$ cat src/rtl/pc_unit.sv
// pc_unit: fetch-stage program counter with redirect, stall and an optional
// return-address stack (RAS) for predecoded calls and returns.
//
// Build option: define PC_RAS_EN to build the RAS. When it is undefined:
//   - call is a plain jump
//   - ret is ignored
//   - the RAS flags are constant
//
// Ports:
//   clk, rst          clock, asynchronous active-high reset
//   Fstall            hold the PC (call/ret ignored)
//   redirect          resolved redirect from execute, highest priority
//   redirect_target   target for redirect and call
//   call, ret         predecoded call / return in fetch
//   pcout             registered fetch address
//   pcplus1           pcout + 1 (combinational, wraps)
//   ras_empty         RAS holds no entries
//   ras_full          RAS holds RAS_DEPTH entries
//   ras_overflow      sticky: a push occurred while the RAS was full
//   ras_underflow     sticky: a ret occurred while the RAS was empty
module pc_unit #(
  parameter int unsigned         PC_WIDTH     = 16,
  parameter logic [PC_WIDTH-1:0] RESET_VECTOR = '0,
  parameter int unsigned         RAS_DEPTH    = 4
) (
  input  logic                clk,
  input  logic                rst,
  input  logic                Fstall,
  input  logic                redirect,
  input  logic [PC_WIDTH-1:0] redirect_target,
  input  logic                call,
  input  logic                ret,
  output logic [PC_WIDTH-1:0] pcout,
  output logic [PC_WIDTH-1:0] pcplus1,
  output logic                ras_empty,
  output logic                ras_full,
  output logic                ras_overflow,
  output logic                ras_underflow
);

  logic [PC_WIDTH-1:0] pc_q, pc_d;

`ifdef PC_RAS_EN
  localparam int unsigned PTR_W = (RAS_DEPTH > 1) ? $clog2(RAS_DEPTH) : 1;
  localparam int unsigned CNT_W = $clog2(RAS_DEPTH + 1);

  logic [PC_WIDTH-1:0] ras_mem_q [RAS_DEPTH];
  logic [PTR_W-1:0]    top_q, top_d;
  logic [CNT_W-1:0]    cnt_q, cnt_d;
  logic                of_q, of_d;
  logic                uf_q, uf_d;
  logic                push, pop;
`endif

  assign pcout   = pc_q;
  assign pcplus1 = pc_q + PC_WIDTH'(1);

  // Next-PC priority: redirect > stall > call > ret > sequential
  always_comb begin
    pc_d = pcplus1;
`ifdef PC_RAS_EN
    push  = 1'b0;
    pop   = 1'b0;
    top_d = top_q;
    cnt_d = cnt_q;
    of_d  = of_q;
    uf_d  = uf_q;
`endif
    if (redirect) begin
      pc_d = redirect_target;
    end else if (Fstall) begin
      pc_d = pc_q;
    end else if (call) begin
      pc_d = redirect_target;
`ifdef PC_RAS_EN
      push = 1'b1;
`endif
    end else if (ret) begin
`ifdef PC_RAS_EN
      if (cnt_q != '0) begin
        pc_d = ras_mem_q[top_q];
        pop  = 1'b1;
      end else begin
        uf_d = 1'b1;
      end
`else
      // Without a RAS a return degrades to sequential fetch
      pc_d = pcplus1;
`endif
    end

`ifdef PC_RAS_EN
    // Circular buffer: when full, top+1 is the oldest slot, so a push
    // overwrites it and the count saturates
    if (push) begin
      top_d = top_q + PTR_W'(1);
      if (ras_full) begin
        of_d = 1'b1;
      end else begin
        cnt_d = cnt_q + CNT_W'(1);
      end
    end
    if (pop) begin
      top_d = top_q - PTR_W'(1);
      cnt_d = cnt_q - CNT_W'(1);
    end
`endif
  end

  // State registers
  always_ff @(posedge clk or posedge rst) begin
    if (rst) begin
      pc_q  <= RESET_VECTOR;
`ifdef PC_RAS_EN
      top_q <= '0;
      cnt_q <= '0;
      of_q  <= 1'b0;
      uf_q  <= 1'b0;
`endif
    end else begin
      pc_q  <= pc_d;
`ifdef PC_RAS_EN
      top_q <= top_d;
      cnt_q <= cnt_d;
      of_q  <= of_d;
      uf_q  <= uf_d;
`endif
    end
  end

`ifdef PC_RAS_EN
  // RAS storage; contents are only meaningful below the count, so no reset
  always_ff @(posedge clk) begin
    if (push) begin
      ras_mem_q[top_d] <= pcplus1;
    end
  end

  assign ras_empty     = (cnt_q == '0);
  assign ras_full      = (cnt_q == CNT_W'(RAS_DEPTH));
  assign ras_overflow  = of_q;
  assign ras_underflow = uf_q;
`else
  assign ras_empty     = 1'b1;
  // Constant 0 for every legal depth
  assign ras_full      = 1'(RAS_DEPTH == 0);
  assign ras_overflow  = 1'b0;
  assign ras_underflow = 1'b0;
`endif

endmodule

$ cat config.mk
export PLATFORM = sky130hd
export DESIGN_NAME = pc_unit
export DESIGN_NICKNAME = d
export VERILOG_FILES = /design/src/rtl/pc_unit.sv
export SDC_FILE = /design/constraint.sdc
export NUM_CORES = 1
export LEC_CHECK = 0
export ABC_AREA = 1
export BUFFER_PORTS_ARGS = -buffer_cell sky130_fd_sc_hd__buf_2
export CORE_MARGIN = 2
export CORE_UTILIZATION = 30
export CTS_CLUSTER_DIAMETER = 50
export DETAILED_ROUTE_END_ITERATION = 8
export PLACE_DENSITY = 0.53
export SLEW_MARGIN = 0
export SYNTH_ARGS = -nofsm -noshare
export SYNTH_HDL_FRONTEND = slang
export SYNTH_SLANG_ARGS = --single-unit
$ cat constraint.sdc
create_clock -name clk -period 3.2 [get_ports clk]
set_input_delay 0.32 -clock clk [delete_from_list [all_inputs] [get_ports clk]]
set_output_delay 0.32 -clock clk [all_outputs]
set_load 0.02 [all_outputs]
==> flow_results.org, run 1 <==
** Clock network
- Clock tree synthesis found a total of 16 sinks.
- In this run the clock root is driven by a clkbuf_8.
- Worst skew pair latency :: ~0.24 ns
- Once the clock tree was built, the resizer swapped 0 gates to a different size.
- After clock tree synthesis, the clock-pin slew on the worst setup and hold paths is about 0.060 ns.
- The clock passes through at most 2 buffers.
- Once the clock tree was built, the setup fixing pass inserted 0 buffers.
- The number of hold buffers added after CTS was 0.
- CTS built an H-tree with a depth of 1.
- Buffers inserted during clock tree synthesis total 3.
- CTS tree :: yes

** STA
- At the pin with the least slew margin, the transition time is 0.646 ns.
- Slew HR :: between 50% and 60%
- In the final timing run, aggregate negative setup slack is 0 ns.
- The number of slew-limit violations in the final report came to 0.
- Derived from the worst setup path, the maximum achievable clock frequency is 525 MHz.
- The clock arrives with 0.00235 ns of skew.
- Setup violations remaining at the end of the flow were counted as 0.
- After layout, the worst path uses 59.5% of the clock period.
- Final hold vios :: 0
- Final setup margin :: 1.30 ns
- Setup repair after global routing missed its margin :: no
- Period minus WS final :: 1.90 ns

** Logic synthesis
- Cell taking the most area after synthesis :: dfrtp_1
- Summing the areas of all compound-gate instances in the mapped netlist gives 8.93% of the synthesized area.
- Proportion of synthesized flip-flops having asynchronous set or reset :: between 90% and 100%
- Number of storage elements in the synthesis netlist :: 16
- Average footprint of a synthesized cell :: 6.35 sq um
- Share of cell area taken by muxes after synthesis :: 0%
- After Yosys synthesis, and, or, nand and nor cells account for 41.9% of the synthesized area.
- Yosys attributes the largest share of cell area to dfrtp_1 (32%), nand2_1 (19%), nor2_1 (11%).
- Synth top area share :: 32.5%
- Parity-gate share of the synthesized area counting xor and xnor cells :: between 4 and 5%
- Number of flops mapped to enable cells by yosys :: 0
- The mapped netlist covers 1230 sq um.
- The synthesized netlist contains 24 unique library cells.
- After technology mapping, the gate count stands at 194.
- Adder-cell share of the synthesized area :: slightly above 1%
- After synthesis, flip-flops and latches occupy 32.5% of the total area.
- Largest family of logic cells by synthesized area :: simple AND/OR/NAND/NOR gates
- Yosys printed 0 warnings.
- The most used flip-flop cell after synthesis is dfrtp_1.

** Placed design
- In this run the tool buffered the top-level ports with 52 buffer cells.
- Pre-CTS WS :: 1.58 ns
- At the end of routability-driven placement, the weighted congestion stood at between 0.8 and 0.9.
- Detailed placement ended at an HPWL of approximately 2.5 mm.

** Routing
- Vias per inst :: 4.45
- DRC violation total after the first TritonRoute iteration :: 55
- Average wire per standard cell :: between 10 and 15 um
- DRC viols :: 0
- Vias :: approximately 1300
- Final ANT Viol Nets :: 0
- The first TritonRoute pass finished after 4 iterations.
- Total Wirelength :: approximately 3.3 mm

** Run status
- Status :: completed

** Die
- The floorplan step set the die width to 68.1 um.
- The floorplan has 23 rows.
- The initial utilization of the core area, before any placement, comes to 31.0%.
- Area of the placeable core :: 3970 sq um
- DIE HEIGHT :: 68.1 um
- I/O Pins :: 58
- The die covers 4640 sq um.

** Cells and area
- Most common cell after layout, fill and taps aside :: nand2_1
- Post-synthesis to final-layout area growth :: 27.3%
- Fill cell instance count of the final layout :: 460
- Max reg flops :: 16
- In the layout the commonest cells are nand2_1 (62), buf_2 (52), nor2_1 (35), inv_1 (19), dfrtp_1 (16).
- # diodes :: 0
- Fraction of final layout cells sized beyond drive strength 1 :: 26.9%
- After the last flow step, the layout net total stands at 270.

** Pwr
- IR analysis of the VDD net gives a maximum drop of 0.000152 V.
- Combinational fraction of design power :: approximately 39%
- Internal power component :: between 0.3 and 0.4 mW
- Share of power burned in registers :: around two fifths
- The share of total power dissipated in the clock network is 22.1%.
- In this run the power spent charging and discharging nets is 0.283 mW.
- Net Sw Frac :: about two fifths
- For this design the ratio of total power to cell area is 435 nW/um^2.
- In this run the static leakage power is between 0.8 and 0.9 nW.

** Global route
- Entering global routing, the biggest net connects 24 pins.
- Total global routing overflow :: 0
- Across every metal layer, demand over resource in global routing totals 15.0%.
- Vias in the first global route :: 1148
- Initial antenna violation count :: 0
- The first global-routing pass estimated 5.22 mm of wire.

** Run
- The tool flagged a number of max-cap violations equal to 0.

** Critical path
- The worst setup path is of the flip-flop to output pin kind.
- Capturing instance or port of the critical path :: pcplus1[14]
- STA puts the critical path data required time at 2.88 ns.
- The number of cells on the worst reg-to-reg path is 8.
- Setup crit start :: pcout[1]
- Reg-to-reg startpoint :: pcout[1]
- The endpoint identified for the worst register-to-register timing path is pcout[14].
- In this run the worst path has a maximum fanout of 5.
- Minimum setup slack among reg-to-reg paths :: 1.80 ns
- Arrival time reported for the critical path endpoint :: 1.58 ns
- The worst setup path is launched from a flip-flop.
- Setup crit end kind :: output pin

** Worst hold path
- Type of the tightest min-delay check :: input pin to asynchronous set/reset pin
## cell type report
class,count,area [sq um],share of cell area (%)
clock buffer,3,41.3,2.63
inverter,20,75.1,4.78
multi-input combinational,152,714,45.5
sequential,16,400,25.5
tap,50,62.6,3.99
timing repair buffer,54,275,17.5
## critical path, cell delays in order, from the launching register on
cell     delay, ns
dfrtp_1       0.42
ha_1          0.23
nand2_2       0.11
nor2_4        0.20
nand4_1       0.13
nand2_1       0.09
buf_2         0.16
## synth_stat cells, types with 2 or more instances
| library cell | instances |
|---|---|
| a21oi_1 | 9 |
| buf_2 | 4 |
| buf_4 | 4 |
| conb_1 | 2 |
| dfrtp_1 | 16 |
| inv_1 | 19 |
| nand2_1 | 62 |
| nand3_1 | 14 |
| nand4_1 | 3 |
| nor2_1 | 35 |
| nor2_4 | 3 |
| o21ai_0 | 6 |
| o21ai_2 | 2 |
| o22ai_1 | 2 |
| xor2_1 | 4 |
## worst min-delay path by stage
stage	to	slack (ns)	cells after the start
after floorplan	pcout[0]	0.23	1
after global placement	pcout[2]	0.44	2
after detailed placement	pcout[2]	0.44	2
after CTS	pcout[2]	0.18	2
after global routing	pcout[2]	0.21	2
final	pcout[2]	0.15	2
## routing by layer
metal | global-route usage, % | vias to the layer above | part of all wire, % | routed length [um]
met3 | 2.63 | 2 | 4.6 | 150
met2 | 23.7 | 34 | 44 | 1450
met4 | 6.00 | 0 | 1.2 | 38
li1 | - | 703 | - | -
met5 | 0 | - | 0 | 0
met1 | 20.3 | 573 | 50 | 1620
## logic make-up (layout without fill, tap and decap cells)
| logic type | after synthesis | in the layout |
|---|---|---|
| AOI/OAI and AO/OA | 20 | 20 |
| buffers and inverters | 28 | 77 |
| DFF | 16 | 16 |
| adders and majority gates | 1 | 1 |
| other | 2 | 4 |
| xor gates and xnor gates | 6 | 6 |
| and+or+nand+nor | 121 | 121 |
## power by group through the flow
stage | clock network, mW | registers [mW] | logic (mW)
2_1_floorplan | 0 | 0.290 | 0.160
3_3_place_gp | 0 | 0.267 | 0.270
3_5_place_dp | 0 | 0.268 | 0.270
4_1_cts | 0.158 | 0.264 | 0.271
5_1_grt | 0.165 | 0.270 | 0.298
6_report | 0.150 | 0.264 | 0.268
## stage by stage
| stage | instance area [sq um] | util [%] | hold WS (ns) | power [mW] | std cells |
|---|---|---|---|---|---|
| 4_1_cts | 1570 | 39.5 | 0.175 | 0.693 | 295 |
| 5_1_grt | 1570 | 39.5 | 0.205 | 0.732 | 295 |
| 3_5_place_dp | 1530 | 38.5 | 0.443 | 0.538 | 292 |
| 2_1_floorplan | 1240 | - | 0.234 | 0.450 | 196 |
| 6_report | 1570 | 39.5 | 0.151 | 0.682 | 295 |
| 3_3_place_gp | 1530 | 38.5 | 0.441 | 0.538 | 292 |
No activity file was read; power rests on OpenSTA's default activity.
==> run 2, diff against run 1 <==
--- a/config.mk
+++ b/config.mk
@@ -5,13 +5,13 @@
 export SDC_FILE = /design/constraint.sdc
 export NUM_CORES = 1
 export LEC_CHECK = 0
-export ABC_AREA = 1
+export ABC_AREA = 0
 export BUFFER_PORTS_ARGS = -buffer_cell sky130_fd_sc_hd__buf_2
 export CORE_MARGIN = 2
 export CORE_UTILIZATION = 30
 export CTS_CLUSTER_DIAMETER = 50
 export DETAILED_ROUTE_END_ITERATION = 8
-export PLACE_DENSITY = 0.53
+export PLACE_DENSITY = 0.55
 export SLEW_MARGIN = 0
 export SYNTH_ARGS = -nofsm -noshare
 export SYNTH_HDL_FRONTEND = slang
==> constraint.sdc (replaced) <==
create_clock -name clk -period 1.55 [get_ports clk]
set_input_delay 0.155 -clock clk [delete_from_list [all_inputs] [get_ports clk]]
set_output_delay 0.155 -clock clk [all_outputs]
set_load 0.02 [all_outputs]
==> run 2 against run 1 <==
Compared with the run above: the run now ends with hold timing, setup timing left; critical endpoint is now pcplus1[12]; sequential cell count stayed put; synthesized cell count is 27% lower; global-route usage is 3.4 points higher; combinational power grew to 3.2 times the previous value; sequential power is 100% higher; first-iteration DRC count is 20% lower; largest power group unchanged; area after synthesis is 1.3% lower; clock skew hardly changed; register-to-register slack worse by 2.0 ns; sequential share of layout area is 7.0 points lower; design area is 41% higher; die area is 1.2% lower.
==> flow_results.org, run 2 <==
** Placed design
- The cell area after placement came to 1790 sq um (was 1530 sq um).
- Inst Count DP :: 263 (was 292)
- Pre-CTS WS :: -0.0830 ns (was 1.58 ns)
- The global placement routability congestion is 0.778 (was 0.842).
- The detailed placement HPWL is 2.90 mm (was 2.51 mm).
- The count of input and output buffers was 52 (unchanged).

** Critical path
- Critical Path Start Type :: flip-flop (unchanged)
- The type of the worst setup path is flip-flop to output pin (unchanged).
- Setup crit end kind :: output pin (unchanged)
- Arrival time reported for the critical path endpoint :: 1.65 ns (was 1.58 ns)
- Minimum setup slack among reg-to-reg paths :: -0.15 ns (was 1.80 ns)
- The required arrival time at the worst endpoint came to 1.39 ns (was 2.88 ns).
- The top fanout value on the critical path is 4 (was 5).

** Pwr
- The clock share of power came to 21.4% (was 22.1%).
- The worst supply voltage drop on vdd is 0.000339 V (was 0.000152 V).
- Leakage :: 1.05 nW (was 0.852 nW)
- Power density over the cells :: 803 nW/um^2 (was 435 nW/um^2)
- Power spent charging and discharging nets :: 0.684 mW (was 0.283 mW)
- Internal power component :: 1.10 mW (was 0.399 mW)
- The switching part of the total power came to 38.4% (was 41.4%).
- The share of power burned in registers is 29.9% (was 38.7%).
- Combinational fraction of design power :: 48.7% (was 39.3%)

** Logic synthesis
- Ys Warns :: 0 (unchanged)
- Cell taking the most area after synthesis :: dfrtp_1 (unchanged)
- The post-synthesis instance total was 142 (was 194).
- The area share of the largest cell type after synthesis is 32.9% (was 32.5%).
- The most instantiated library cell after synthesis was nand2_1 (unchanged).
- The post-synthesis instance area is 1220 sq um (was 1230 sq um).
- Top post-synthesis cells by area :: dfrtp_1 (33%), nand2_1 (5.2%), xnor2_1 (5.0%) (was dfrtp_1 (32%), nand2_1 (19%), nor2_1 (11%))
- The fraction of the yosys area taken by sequential cells came to 32.9% (was 32.5%).
- Top cells by count, synth: nand2_1 (17), dfrtp_1 (16), nor2_1 (12), o21ai_0 (8) (was nand2_1 (62), nor2_1 (35), inv_1 (19), dfrtp_1 (16), nand3_1 (14)).
- The number of different library cells in the post-synthesis netlist was 35 (was 24).
- The post-synthesis area per instance is 8.56 sq um (was 6.35 sq um).
- The number of enable-type register cells in the synthesized netlist was 0 (unchanged).
- The commonest register cell after synthesis is dfrtp_1 (unchanged).
- Proportion of synthesized flip-flops having asynchronous set or reset :: 100% (unchanged)
- Number of storage elements in the synthesis netlist :: 16 (unchanged)

** Run status
- Violated checks :: hold timing, setup timing
- Status :: finished with violations (was completed)

** Cells and area
- The final antenna diode count was 0 (unchanged).
- Post-route design area :: 2220 sq um (was 1570 sq um)
- The total number of nets in the final design was 260 (was 270).
- The flip-flop count of the largest register after layout is 16 (unchanged).
- The post-route non-filler standard cell count was 286 (was 295).
- Top library cells by usage in the layout, fill and taps aside :: buf_4 (47), buf_2 (38), nand2_1 (16), buf_6 (16) (was nand2_1 (62), buf_2 (52), nor2_1 (35), inv_1 (19), dfrtp_1 (16))
- The signed area change from the synthesized netlist to the final layout is 82.5% (was 27.3%).
- The most common cell after layout, fill and taps aside was buf_4 (was nand2_1).
- The ratio of cells with drive above 1 in the final layout was 62.7% (was 26.9%).

** Die
- Overall die width :: 67.7 um (was 68.1 um)
- Effective utilization at floorplan :: 30.8% (was 31.0%)
- The number of top-level pins was 58 (unchanged).
- The core area was 3940 sq um (was 3970 sq um).
- DIE HEIGHT :: 67.7 um (was 68.1 um)
- Die ar. :: 4580 sq um (was 4640 sq um)
- The cell row count was 23 (unchanged).

** STA
- The transition time at the pin with the least slew margin is 0.860 ns (was 0.646 ns).
- Subtracting the final worst setup slack from the clock period gives 1.81 ns.
- Setup repair after global routing missed its margin: yes (was no).
- The number of hold violations in the final report was 16 (was 0).
- Pins over their slew limit :: 0 (unchanged)
- Slew HR :: 42.5% (was 56.9%)
- The final clock skew came to 0.00284 ns (was 0.00235 ns).
- Derived from the worst setup path, the maximum achievable clock frequency is 554 MHz.
- The worst slack on hold paths came to -0.0123 ns (was 0.151 ns).
- Post-route fraction of the period consumed by the critical path :: 117%
- The least setup slack across all paths after layout was -0.256 ns (was 1.30 ns).
- Setup violations, final :: 15 (was 0)

** Clock network
- Clock Root Buffer :: clkbuf_8 (unchanged)
- CTS tree :: yes (unchanged)
- The level count of the clock H-tree was 1 (unchanged).
- The number of buffers created by CTS is 3 (unchanged).
- The clock edge transition at the registers on the reported setup and hold paths is 0.07 ns (was 0.06 ns).
- The clock insertion delay at the later pin of the skew report was 0.25 ns (was 0.24 ns).
- The number of buffers added to fix hold violations after cts was 0 (unchanged).
- CTS sink count :: 16 (unchanged)
- Number of buffers between clock root and the deepest sink :: 2 (unchanged)

** Global route
- The number of antenna violations at the first check in global routing came to 0 (unchanged).
- The aggregate global routing overflow is 0 (unchanged).
- The largest net degree at the start of global routing is 22 (was 24).
- All-layer global routing usage :: 18.4% (was 15.0%)
- The number of global-route vias before repair is 1384 (was 1148).
- Global-route wire length before repair :: 6.33 mm (was 5.22 mm)

** Routing
- The number of vias in the routed layout came to 1413 (was 1312).
- The remaining antenna violation count is 0 (unchanged).
- The count of routing violations after the opening detailed-route iteration was 44 (was 55).
- The average vias per placed instance is 4.94 (was 4.45).
- Average wire per standard cell :: 14.6 um (was 11.0 um)
- The post-detailed-routing wire length came to 4.17 mm (was 3.26 mm).
- First drt pass iteration count :: 4 (unchanged)
- The number of remaining DRC errors is 0 (unchanged).

** Run
- Count of max-cap constraint violations :: 0 (unchanged)

** Worst hold path
- Type of the tightest min-delay check :: input pin to asynchronous set/reset pin (unchanged)
==> run 2: cell count changes in the layout (fill, tap and decap cells not counted), sizes merged, moves of 3 or more <==
cell	delta
inv	-14
nor3	+4
mux2i	+4
xnor2	+6
buf	+47
nor2	-27
nand2	-46
nand3	-8
o211ai	+4
a22oi	+7
nor4	+3
==> run 2: logic make-up after synthesis <==
kind of cell               share of synthesized area (%)
buffers and inverters                               7.00
adders and majority gates                           1.03
xor gates and xnor gates                            10.1
AOI/OAI and AO/OA                                   19.2
and+or+nand+nor                                     25.8
muxes                                               3.29
DFF                                                 32.9
other                                              0.618
==> run 2: worst max-delay path, stage by stage (launching register included) <==
cell,delay (ns)
dfrtp_2,0.39
nand4_4,0.13
or4_4,0.60
xnor2_4,0.15
buf_6,0.13
==> run 2: power groups by stage <==
stage	registers (mW)	logic, mW	clock network (mW)
floorplan	0.616	0.345	0
global placement	0.530	0.681	0
detailed placement	0.533	0.692	0
CTS	0.525	0.782	0.391
global route	0.540	0.931	0.412
finish	0.534	0.867	0.382
==> run 2: path summary, 6_finish.rpt <==
check                                         from     endpoint  cells after the start
worst max-delay path                      pcout[3]  pcplus1[12]                      4
min in group clk                redirect_target[0]     pcout[0]                      3
worst min register to register           pcout[12]    pcout[12]                      1
worst min-delay path                           rst    pcout[15]                      2
max in group asynchronous                      rst     pcout[8]                      2
worst max register to register            pcout[0]    pcout[14]                      7
==> run 2: area by class of cell <==
class / count / area [sq um]
Tap cell: 50 / 62.6
Timing Repair Buffer: 101 / 723
Sequential cell: 16 / 412
Clock buffer: 4 / 55.1
Fill cell: 357 / 1720
Multi-Input combinational cell: 110 / 948
Inverter: 5 / 18.8
==> run 2: stage by stage <==
step | TNS [ns] | power [mW] | hold WS [ns] | util [%]
after detailed placement | -0.341 | 1.23 | 0.280 | 45.3
after CTS | -2.34 | 1.70 | 0.00662 | 51.6
after floorplan | -1.02 | 0.961 | 0.0682 | -
after global placement | -0.214 | 1.21 | 0.279 | 45.3
after global routing | -3.57 | 1.88 | 0.0355 | 56.3
final | -2.44 | 1.78 | -0.0123 | 56.3
==> run 2: repair_timing <==
| item | in CTS | in global routing |
|---|---|---|
| endpoints found under the setup margin | 15 | 18 |
| buffers inserted | 9 | 14 |
| gates resized for setup | 32 | 25 |
| pin swaps | 7 | 20 |
==> run 2: metal layers <==
| layer | wire, um | track usage [%] | vias up | share of wire (%) |
|---|---|---|---|---|
| li1 | - | - | 682 | - |
| met2 | 2260 | 34.2 | 45 | 54 |
| met1 | 1680 | 20.6 | 686 | 40 |
| met3 | 224 | 2.83 | 0 | 5.4 |
| met4 | 0 | 7.65 | 0 | 0 |
| met5 | 0 | 0 | - | 0 |
